===== src/rtl/jtkicker_objscan.sv =====
// Object table line scanner: walks the object RAM once per video line,
// finds the objects that cross the line being prepared and hands them one
// at a time to the object draw unit over a draw/busy handshake.
module jtkicker_objscan #(
    parameter int          NOBJ     = 24,
    parameter int          LINE_MAX = 16,
    parameter logic [7:0]  YOFFSET  = 8'd0
) (
    input  logic       clk,
    input  logic       rst,
    input  logic       cen2,
    input  logic       hinit_x,
    input  logic [7:0] vrender,
    input  logic       flip,
    output logic [7:0] obj_addr,
    input  logic [7:0] obj_dout,
    output logic       draw,
    input  logic       busy,
    output logic [7:0] xpos,
    output logic [3:0] ysub,
    output logic [3:0] pal,
    output logic       hflip,
    output logic       vflip,
    output logic [8:0] code,
    output logic       done,
    output logic       ovf
);

    typedef enum logic [2:0] {
        IDLE,
        FETCH,
        CHECK,
        DRAW,
        DONE
    } state_t;

    // Byte offsets inside one 4-byte object entry
    localparam logic [1:0] B_ATTR = 2'd0;
    localparam logic [1:0] B_CODE = 2'd1;
    localparam logic [1:0] B_Y    = 2'd2;
    localparam logic [1:0] B_X    = 2'd3;

    localparam logic [5:0] LAST_IDX = 6'(NOBJ - 1);
    localparam logic [6:0] LMAX     = 7'(LINE_MAX);

    state_t      state_q, state_d;
    logic [2:0]  cnt_q, cnt_d;
    logic [5:0]  idx_q, idx_d;
    logic [6:0]  hits_q, hits_d;

    logic        entVflip_q, entVflip_d;
    logic        entHflip_q, entHflip_d;
    logic [8:0]  entCode_q, entCode_d;
    logic [3:0]  entPal_q, entPal_d;
    logic [7:0]  entY_q, entY_d;
    logic [7:0]  entX_q, entX_d;

    logic [7:0]  objAddr_q, objAddr_d;
    logic        draw_q, draw_d;
    logic        done_q, done_d;
    logic        ovf_q, ovf_d;
    logic [7:0]  xpos_q, xpos_d;
    logic [3:0]  ysub_q, ysub_d;
    logic [3:0]  pal_q, pal_d;
    logic        hflip_q, hflip_d;
    logic        vflip_q, vflip_d;
    logic [8:0]  code_q, code_d;

    logic [7:0]  yDiff;
    logic        isHit;
    logic [5:0]  nextIdx;
    logic        lastObj;

    // Line match: distance from the object top to the line, wrapping at 256
    always_comb begin
        yDiff   = (vrender ^ {8{flip}}) - (entY_q + YOFFSET);
        isHit   = (yDiff < 8'd16);
        nextIdx = idx_q + 6'd1;
        lastObj = (idx_q == LAST_IDX);
    end

    // Next-state logic. Byte0 of the following entry is addressed while the
    // current entry's last byte is still in flight, so leaving CHECK or DRAW
    // jumps straight to the second fetch step and a missed object costs
    // exactly five cen2 cycles.
    always_comb begin
        state_d    = state_q;
        cnt_d      = cnt_q;
        idx_d      = idx_q;
        hits_d     = hits_q;
        entVflip_d = entVflip_q;
        entHflip_d = entHflip_q;
        entCode_d  = entCode_q;
        entPal_d   = entPal_q;
        entY_d     = entY_q;
        entX_d     = entX_q;
        objAddr_d  = objAddr_q;
        draw_d     = draw_q;
        done_d     = done_q;
        ovf_d      = ovf_q;
        xpos_d     = xpos_q;
        ysub_d     = ysub_q;
        pal_d      = pal_q;
        hflip_d    = hflip_q;
        vflip_d    = vflip_q;
        code_d     = code_q;

        if (hinit_x) begin
            state_d   = FETCH;
            cnt_d     = 3'd0;
            idx_d     = 6'd0;
            hits_d    = 7'd0;
            done_d    = 1'b0;
            ovf_d     = 1'b0;
            draw_d    = 1'b0;
            objAddr_d = {6'd0, B_ATTR};
        end else begin
            case (state_q)
                IDLE: begin
                end

                FETCH: begin
                    case (cnt_q)
                        3'd1: begin
                            entVflip_d     = obj_dout[7];
                            entHflip_d     = obj_dout[6];
                            entCode_d[8]   = obj_dout[4];
                            entPal_d       = obj_dout[3:0];
                        end
                        3'd2:    entCode_d[7:0] = obj_dout;
                        3'd3:    entY_d         = obj_dout;
                        3'd4:    entX_d         = obj_dout;
                        default: begin
                        end
                    endcase
                    case (cnt_q)
                        3'd0:    objAddr_d = {idx_q, B_CODE};
                        3'd1:    objAddr_d = {idx_q, B_Y};
                        3'd2:    objAddr_d = {idx_q, B_X};
                        3'd3:    objAddr_d = {nextIdx, B_ATTR};
                        default: begin
                        end
                    endcase
                    if (cnt_q == 3'd4) begin
                        state_d = CHECK;
                    end else begin
                        cnt_d = cnt_q + 3'd1;
                    end
                end

                CHECK: begin
                    if (isHit) begin
                        ysub_d  = yDiff[3:0];
                        pal_d   = entPal_q;
                        code_d  = entCode_q;
                        hflip_d = entHflip_q ^ flip;
                        vflip_d = entVflip_q ^ flip;
                        xpos_d  = flip ? (8'd240 - entX_q) : entX_q;
                        draw_d  = 1'b1;
                        state_d = DRAW;
                    end else begin
                        idx_d = nextIdx;
                        if (lastObj) begin
                            done_d  = 1'b1;
                            state_d = DONE;
                        end else begin
                            cnt_d     = 3'd1;
                            objAddr_d = {nextIdx, B_CODE};
                            state_d   = FETCH;
                        end
                    end
                end

                DRAW: begin
                    if (!busy) begin
                        draw_d = 1'b0;
                        hits_d = hits_q + 7'd1;
                        idx_d  = nextIdx;
                        if (hits_q + 7'd1 == LMAX) begin
                            ovf_d   = 1'b1;
                            done_d  = 1'b1;
                            state_d = DONE;
                        end else if (lastObj) begin
                            done_d  = 1'b1;
                            state_d = DONE;
                        end else begin
                            cnt_d     = 3'd1;
                            objAddr_d = {nextIdx, B_CODE};
                            state_d   = FETCH;
                        end
                    end
                end

                DONE: begin
                end

                default: state_d = IDLE;
            endcase
        end
    end

    // State and output registers, advancing only on cen2
    always_ff @(posedge clk or posedge rst) begin
        if (rst) begin
            state_q    <= IDLE;
            cnt_q      <= 3'd0;
            idx_q      <= 6'd0;
            hits_q     <= 7'd0;
            entVflip_q <= 1'b0;
            entHflip_q <= 1'b0;
            entCode_q  <= 9'd0;
            entPal_q   <= 4'd0;
            entY_q     <= 8'd0;
            entX_q     <= 8'd0;
            objAddr_q  <= 8'd0;
            draw_q     <= 1'b0;
            done_q     <= 1'b0;
            ovf_q      <= 1'b0;
            xpos_q     <= 8'd0;
            ysub_q     <= 4'd0;
            pal_q      <= 4'd0;
            hflip_q    <= 1'b0;
            vflip_q    <= 1'b0;
            code_q     <= 9'd0;
        end else if (cen2) begin
            state_q    <= state_d;
            cnt_q      <= cnt_d;
            idx_q      <= idx_d;
            hits_q     <= hits_d;
            entVflip_q <= entVflip_d;
            entHflip_q <= entHflip_d;
            entCode_q  <= entCode_d;
            entPal_q   <= entPal_d;
            entY_q     <= entY_d;
            entX_q     <= entX_d;
            objAddr_q  <= objAddr_d;
            draw_q     <= draw_d;
            done_q     <= done_d;
            ovf_q      <= ovf_d;
            xpos_q     <= xpos_d;
            ysub_q     <= ysub_d;
            pal_q      <= pal_d;
            hflip_q    <= hflip_d;
            vflip_q    <= vflip_d;
            code_q     <= code_d;
        end
    end

    assign obj_addr = objAddr_q;
    assign draw     = draw_q;
    assign done     = done_q;
    assign ovf      = ovf_q;
    assign xpos     = xpos_q;
    assign ysub     = ysub_q;
    assign pal      = pal_q;
    assign hflip    = hflip_q;
    assign vflip    = vflip_q;
    assign code     = code_q;

endmodule


===== config.mk =====
export PLATFORM = sky130hd
export DESIGN_NAME = jtkicker_objscan
export DESIGN_NICKNAME = d
export VERILOG_FILES = /design/src/rtl/jtkicker_objscan.sv
export SDC_FILE = /design/constraint.sdc
export NUM_CORES = 1
export LEC_CHECK = 0
export ABC_AREA = 1
export CORE_ASPECT_RATIO = 0.5
export CORE_MARGIN = 8
export CORE_UTILIZATION = 45
export DETAILED_ROUTE_END_ITERATION = 10
export GPL_ROUTABILITY_DRIVEN = 0
export PLACE_DENSITY = 0.77
export SETUP_SLACK_MARGIN = 0.4
export SLEW_MARGIN = 10
export SYNTH_ARGS = -nofsm -noshare
export SYNTH_HDL_FRONTEND = slang
export SYNTH_SLANG_ARGS = --single-unit

===== constraint.sdc =====
create_clock -name clk -period 2.89 [get_ports clk]
set_input_delay 0.7225 -clock clk [delete_from_list [all_inputs] [get_ports clk]]
set_output_delay 0.7225 -clock clk [all_outputs]
set_load 0.02 [all_outputs]

Word level (Yosys, flattened, before mapping)
Cells that the tools add are included.

$add $sub $neg: 5. Order comparisons: 1. Equal/unequal tests: 19. Multiplexer cells: 43. Bitwise logic cells: 4. Reductions and logical operators: 19.

Operators by type and width (count): $mux 8 (6); $mux 3 (12); $reduce_and 4->1 (9); $pmux 8 s4 (1); $pmux 8 s3 (1); $mux 7 (3); $mux 6 (3); $ne 3x3->1 const B (6); $eq 3x2->1 const B (4); $mux 1 (12); $pmux 3 s4 (1); $pmux 6 s2 (1); $reduce_and 6->1 (2); $pmux 3 s3 (1); $lt 8x5->1 const B (1); $sub 8x8->8 (1); $sub 8x8->8 const A (1); $xor 8x8->8 (1); $add 7x1->7 const B (1); $eq 7x5->1 const B (1); $add 6x1->6 const B (1); $eq 3x1->1 const B (2); $eq 3x3->1 const B (2); $eq 6x5->1 const B (1); 13 further kinds (17).

Register bits after elaboration: 88. Input bits: 22. Output and inout bits: 38. Logic and storage cells: 112.

Depth between registers and ports, before layout
Gate-level depths: netlist (run 1).

Depth in word-level cells: 6. Depth in mapped cells: 18. Gate-level depth less buffers: 16.

Least setup slack after synthesis (run 1)
Ideal clock, no wire load.

Path type: input -> register. From: input port flip. To: register code_q[0], in the netlist code[0]. Data arrival time: 3.012 ns. Slack: -0.240 ns. Stages on the path: 16. Path buffers: 3. Cell sequence: buf_4 clkbuf_1 xnor2_1 ha_1 fa_1 inv_1 nand3_1 nand4_1 nand2_1 nor2_4 nand3_4 nor2_8 inv_4 buf_6 nand2_1 nand2_1.

Cells in the longest elaborated chain, start to end: 4.

RTL lines: from (decl) (line 14) `input logic flip,`; $xor 8x8->8 (line 76) `yDiff = (vrender ^ {8{flip}}) - (entY_q + YOFFSET);`; $sub 8x8->8 (line 76); $lt 8x5->1 (line 77) `isHit = (yDiff < 8'd16);`; $reduce_and 4->1 (no source line); to (signal assigned) (line 245) `code_q <= code_d;`; to (decl) (line 67) `logic [8:0] code_q, code_d;`.

Every way passes these cells. A chain may end at the register's enable or synchronous reset.

Final worst setup path (run 1)
From: input port flip. To: register code_q[4], in the netlist code[4].

The elaborated chain is that of the path after synthesis.

==> results of run 1 <==
-- cells by family after synthesis --
group,share of synthesized area
flip-flops,0.469
adder cells (fa/ha/maj),0.0442
AND/OR/NAND/NOR,0.293
XOR/XNOR,0.0298
buffers and inverters,0.0818
AO/OA/AOI/OAI,0.0818
-- through the flow --
step                      total power [W]  worst slack (ns)  instance area, µm²
final                             0.00490             0.299                6330
after CTS                         0.00485             0.336                6250
after floorplan                   0.00285            0.0574                4740
after global placement            0.00343            -0.289                5660
after detailed placement          0.00348            -0.371                5660
after global routing              0.00524             0.191                6330
-- power by group through the flow --
stage                     clock network, W  registers (W)  logic, W
final                              0.00127        0.00177   0.00185
after global placement                   0        0.00177   0.00166
after detailed placement                 0        0.00178   0.00170
after global routing               0.00134        0.00182   0.00208
after CTS                          0.00128        0.00177   0.00180
after floorplan                          0        0.00188  0.000976
-- tightest hold or removal path, cell delays in order (launching register included) --
cell and delay, ns:
dfrtp_1 0.34, nand2_1 0.05, nand2_1 0.05
-- cell type report --
cell class                 instances  area, µm²  share of cell area
clock buffer                      10        229              0.0362
timing repair buffer             107       1090               0.173
sequential                        88       2200               0.348
multi-input combinational        428       2240               0.354
tap                              140        175              0.0277
inverter                          77        300              0.0474
clock inverter                     6       91.3              0.0144
-- cell usage after synthesis --
cell type	instances
a21oi_1	12
a21oi_2	1
a22o_1	1
a22oi_1	1
a2bb2oi_1	1
a31o_2	1
a31oi_1	1
and3_1	1
buf_2	3
buf_4	3
buf_6	2
clkbuf_1	8
dfrtp_1	88
fa_1	1
ha_1	15
inv_1	74
inv_2	1
inv_4	2
nand2_1	226
nand3_1	34
nand3_4	1
nand3b_1	2
nand4_1	18
nor2_1	30
nor2_2	1
nor2_4	1
nor2_8	1
nor3_1	3
nor3_2	1
nor4_2	1
o21ai_0	55
or2_2	3
xnor2_1	4
xor2_1	12
-- state kept, by name, indices dropped and copies added (netlist names), 3 cells and up --
register / flops
ysub: 4
state_q: 3
idx_q: 6
entCode_q: 9
pal: 4
cnt_q: 3
entX_q: 8
hits_q: 7
entY_q: 8
code: 9
entPal_q: 4
xpos: 8
obj_addr: 8
-- worst max-delay path by stage --
stage / end / slack [ns] / cells after the start
after floorplan: code[0]$_DFFE_PP0P_ / 0.06 / 17
after global placement: ysub[3]$_DFFE_PP0P_ / -0.29 / 16
after detailed placement: xpos[6]$_DFFE_PP0P_ / -0.37 / 16
after CTS: xpos[4]$_DFFE_PP0P_ / 0.34 / 17
after global routing: code[4]$_DFFE_PP0P_ / 0.19 / 17
final: code[4]$_DFFE_PP0P_ / 0.30 / 17
-- repair_timing --
action | in CTS | in global routing
gates resized for setup | 38 | 9
cloned | 3 | 0
buffers inserted | 11 | 4
endpoints found under the setup margin | 49 | 46
pin swaps | 26 | 12
-- metal layers --
layer,global-route usage,share of wire,vias to the layer above
li1,-,-,2129
met1,0.197,0.41,2051
met2,0.318,0.52,113
met3,0.0487,0.055,18
met4,0.0665,0.019,0
met5,0,0,-
==> out/metrics.csv, run 1 <==
metric,value,unit
R2R Path End,code[4]$_DFFE_PP0P_,
Critical Path RT,3.18,ns
status,"finished, final reports clean",
CP arrival,2.89,ns
peak supply drop,0.406,mV
min-delay worst type,flip-flop to flip-flop,
Int Power,0.00311,W
crit path from,flip,
Synth top area share,0.469,
clk slew on worst S/H paths,0.07,ns
final WL,12200,µm
share of the yosys chip area belonging to registers,0.469,
Leakage,3.20,nW
Die Height,88.2,µm
wire per inst,14.3,µm
I/O pins,60,
Worst slew margin,0.629,
clk_lat worst skew,0.35,ns
Layout Skew,0.0126,ns
vias in the first global route,4235,
Flop pwr share,0.362,
crit end category,flip-flop,
CP Cell Sequence,buf_6 -> buf_12 -> xor2_1 -> ha_1 -> nand2_2 -> nor2_1 -> nand2_1 -> nand3_1 -> nand2_1 -> a21oi_2 -> nand3_4 -> nor2_8 -> buf_6 -> buf_12 -> buf_16 -> nand2_1 -> nand2_1,
clock power share,0.259,
"Hold Vio Cnt, Final",0,
first-pass GRT wire length,19900,µm
Tmin final,2.59,ns
core area,0.0102,mm²
max-slew violations,0,
gr usage total,0.175,
fmax,386,MHz
R2R Setup Slk,0.66,ns
"most common cell after layout, fill and taps aside",nand2_1,
syn_nets,647,
Yosys reg bits,88,
DR vias,4311,
worst slew pin tran,0.552,ns
H-tree levels,3,
Std-Cell Rows,26,
Fillers,839,
DIE AREA,0.0142,mm²
CTS tree,built,
total CTS buffers,9,
DRT iter0 DRCs,273,
initial cell density of the core,0.461,
"Core Util, Final",0.622,
Mapped Area,0.00469,mm²
Crit Path Category,input pin to flip-flop,
Syn Inst Count,609,
FF-to-FF Start,entY_q[3]$_DFFE_PP0P_,
Inst Count DP,822,
Synth cell types,34,
layout cell share with drive strength beyond 1,0.145,
n_diodes,0,
largest net degree at the start of global routing,63,
post-route clock period utilization,0.897,
Sw Ratio,0.366,
post-DR vias/cell,5.04,
Hold Path Origin,obj_addr[5]$_DFFE_PP0P_,
Ys Warns,0,
Hold Buf Count CTS,0,
crit-path max cell delay,0.36,ns
Worst Hold Path EP,obj_addr[5]$_DFFE_PP0P_,
combinational power share,0.379,
"slowest stage cell, crit path",ha_1,
dpl hpwl,8000,µm
hold path depth,2,
"most used cell, CP",nand2_1,
hold slack,0.469,ns
Die X,160,µm
"Max FO, Critical Path",8,
post-synthesis area per instance,7.71,µm²
MaxCap Viol Count,0,
fin cells,856,
Worst Setup Start Kind,input pin,
CP top delay family,simple AND/OR/NAND/NOR gates,
CTS root buffer,clkbuf_16,
area grow syn2layout,34.9,%
CTS Buffer Depth,2,
post-route antenna net violation count,0,
Final setup viols,0,
Final nets,749,
initial antenna violation count,0,
Pre-antenna DRT Iters,5,
RSZ-0062 raised after global routing,yes,
R2R depth,15,
# port buffers,59,
Clock Sink Count,88,
Crit path buffers/inverters,5,
DRC errors left,0,
Power Density,774,mW/mm²
sw power,0.00179,W
TNS Setup,0,ns
grt total ovfl,0,
Synth area leaders,"dfrtp_1 47%, nand2_1 18%, inv_1 5.9%, o21ai_0 5.9%, ha_1 4.0%",
most frequent cells in the layout,"219 x nand2_1, 88 x dfrtp_1, 71 x inv_1",
"area leader, netlist",dfrtp_1,
Note: power is estimated with default switching activity, not from simulation.
==> inputs of run 2 (changes only) <==
--- a/config.mk
+++ b/config.mk
@@ -8,10 +8,10 @@
 export ABC_AREA = 1
 export CORE_ASPECT_RATIO = 0.5
 export CORE_MARGIN = 8
-export CORE_UTILIZATION = 45
+export CORE_UTILIZATION = 50
 export DETAILED_ROUTE_END_ITERATION = 10
 export GPL_ROUTABILITY_DRIVEN = 0
-export PLACE_DENSITY = 0.77
+export PLACE_DENSITY = 0.83
 export SETUP_SLACK_MARGIN = 0.4
 export SLEW_MARGIN = 10
 export SYNTH_ARGS = -nofsm -noshare
==> out/metrics.csv, run 2 (synthesis gave the netlist of run 1 again) <==
metric,value,unit,change
status,"finished, final reports clean",,unchanged
Std-Cell Rows,25,,was 26
most frequent cells in the layout,"183 x nand2_1, 88 x dfrtp_1, 71 x inv_1",,"was 219 x nand2_1, 88 x dfrtp_1, 71 x inv_1"
Power Density,775,mW/mm²,was 774 mW/mm²
CP arrival,3.00,ns,was 2.89 ns
RSZ-0062 raised after global routing,yes,,unchanged
Die Height,84.5,µm,was 88.2 µm
DRC errors left,0,,unchanged
area of the multi-input gates,0.00242,mm²,was 0.00224 mm²
H-tree levels,3,,unchanged
Register Area,0.00220,mm²,unchanged
first-pass GRT wire length,20800,µm,was 19900 µm
DRT iter0 DRCs,365,,was 273
TNS Setup,0,ns,unchanged
CTS Buffer Depth,2,,unchanged
MaxCap Viol Count,0,,unchanged
largest net degree at the start of global routing,48,,was 63
CTS tree,built,,unchanged
core area,0.00929,mm²,was 0.0102 mm²
"Core Util, Final",0.687,,was 0.622
Final setup viols,0,,unchanged
peak supply drop,0.377,mV,was 0.406 mV
Critical Path RT,3.18,ns,about the same
CTS root buffer,clkbuf_16,,unchanged
Pre-antenna DRT Iters,5,,unchanged
vias in the first global route,4361,,was 4235
Fillers,665,,was 839
"Max FO, Critical Path",8,,unchanged
layout cell share with drive strength beyond 1,0.195,,was 0.145
DR vias,4437,,was 4311
n_diodes,0,,unchanged
DIE AREA,0.0129,mm²,was 0.0142 mm²
initial antenna violation count,0,,unchanged
"Hold Vio Cnt, Final",0,,unchanged
Layout Skew,0.00574,ns,was 0.0126 ns
post-route antenna net violation count,0,,unchanged
wire per inst,15.9,µm,was 14.3 µm
worst slew pin tran,0.554,ns,was 0.552 ns
Die X,153,µm,was 160 µm
Worst slew margin,0.629,,about the same
final WL,13200,µm,was 12200 µm
post-DR vias/cell,5.37,,was 5.04
Crit Path Category,input pin to flip-flop,,unchanged
Final nets,739,,was 749
Leakage,3.20,nW,about the same
clk slew on worst S/H paths,0.07,ns,about the same
fmax,369,MHz,was 386 MHz
Worst Setup Start Kind,input pin,,unchanged
post-route clock period utilization,0.938,,was 0.897
I/O pins,60,,unchanged
crit end category,flip-flop,,unchanged
Clock Sink Count,88,,unchanged
area grow syn2layout,36.0,%,was 34.9%
max-slew violations,0,,unchanged
# port buffers,59,,unchanged
min-delay worst type,flip-flop to flip-flop,,unchanged
clk_lat worst skew,0.35,ns,about the same
"most common cell after layout, fill and taps aside",nand2_1,,unchanged
initial cell density of the core,0.505,,was 0.461
Tmin final,2.71,ns,was 2.59 ns
gr usage total,0.198,,was 0.175
grt total ovfl,0,,unchanged
dpl hpwl,8070,µm,was 8000 µm
total CTS buffers,9,,unchanged
-- run 2: changes by cell type in the layout (fill, tap and decap cells not counted), sizes merged --
cell and change:
bufinv -2, inv +3, dlygate4sd2 -2, clkbuf +2, buf -11
-- run 2: worst paths after layout --
| check | endpoint | startpoint | slack (ns) | depth (start not counted) |
|---|---|---|---|---|
| setup / recovery | xpos[3]$_DFFE_PP0P_ | flip | 0.18 | 16 |
| hold / removal | obj_addr[3]$_DFFE_PP0P_ | obj_addr[3]$_DFFE_PP0P_ | 0.47 | 2 |
| hold reg to reg | obj_addr[3]$_DFFE_PP0P_ | obj_addr[3]$_DFFE_PP0P_ | 0.47 | 2 |
| min in group asynchronous | ovf$_DFFE_PP0P_ | rst | 0.74 | 2 |
| setup reg to reg | xpos[3]$_DFFE_PP0P_ | entY_q[3]$_DFFE_PP0P_ | 0.55 | 14 |
| max in group asynchronous | xpos[3]$_DFFE_PP0P_ | rst | 1.50 | 3 |
-- run 2: where the power goes --
group,total [W],switching (W),leakage (nW),internal (W)
registers,0.00179,0.000257,1.19,0.00154
logic,0.00203,0.00116,1.87,0.000870
clock network,0.00113,0.000533,0.132,0.000597
total,0.00495,0.00194,3.20,0.00300
-- run 2: timing repair --
item / in CTS / in global routing
hold buffers: 0 / 0
endpoints found under the setup margin: 49 / 46
gates cloned: 3 / 1
setup buffers: 9 / 5
pin swaps: 29 / 43
resized for setup: 52 / 53
-- run 2: worst max-delay path, cell delays in order --
cell	delay, ns
buf_6	0.10
buf_12	0.15
xor2_1	0.15
ha_1	0.38
nand2_2	0.09
nor2_1	0.16
nand2_2	0.11
nand3_1	0.14
nand2_2	0.09
nor2_4	0.13
nand3_4	0.14
nor2_8	0.21
buf_12	0.14
buf_12	0.12
nand3_2	0.06
nand2_1	0.08
-- run 2: through the flow --
step	hold slack [ns]	total power (W)	instances	setup slack [ns]	cell area, µm²
3_3_place_gp	0.455	0.00340	793	-0.341	5580
6_report	0.473	0.00495	827	0.180	6380
4_1_cts	0.474	0.00470	821	0.377	6120
3_5_place_dp	0.457	0.00347	793	-0.377	5580
5_1_grt	0.508	0.00527	827	0.131	6380
2_1_floorplan	0.449	0.00285	609	0.0574	4740
-- run 2: layout make-up --
cell class / instances / area share
repair buffers: 96 / 0.158
clock inverters: 6 / 0.00823
inverters: 77 / 0.0474
flip-flops and latches: 88 / 0.345
multi-input cells: 428 / 0.380
repair inverters: 1 / 0.00137
clock buffers: 10 / 0.0359
well taps: 121 / 0.0237
-- run 2: layer usage --
layer  up-vias  GRT usage  share of wire
li1       2109          -              -
met1      2133      0.231           0.41
met2       152      0.338           0.50
met3        43     0.0625          0.063
met4         0     0.0740          0.030
met5         -          0              0
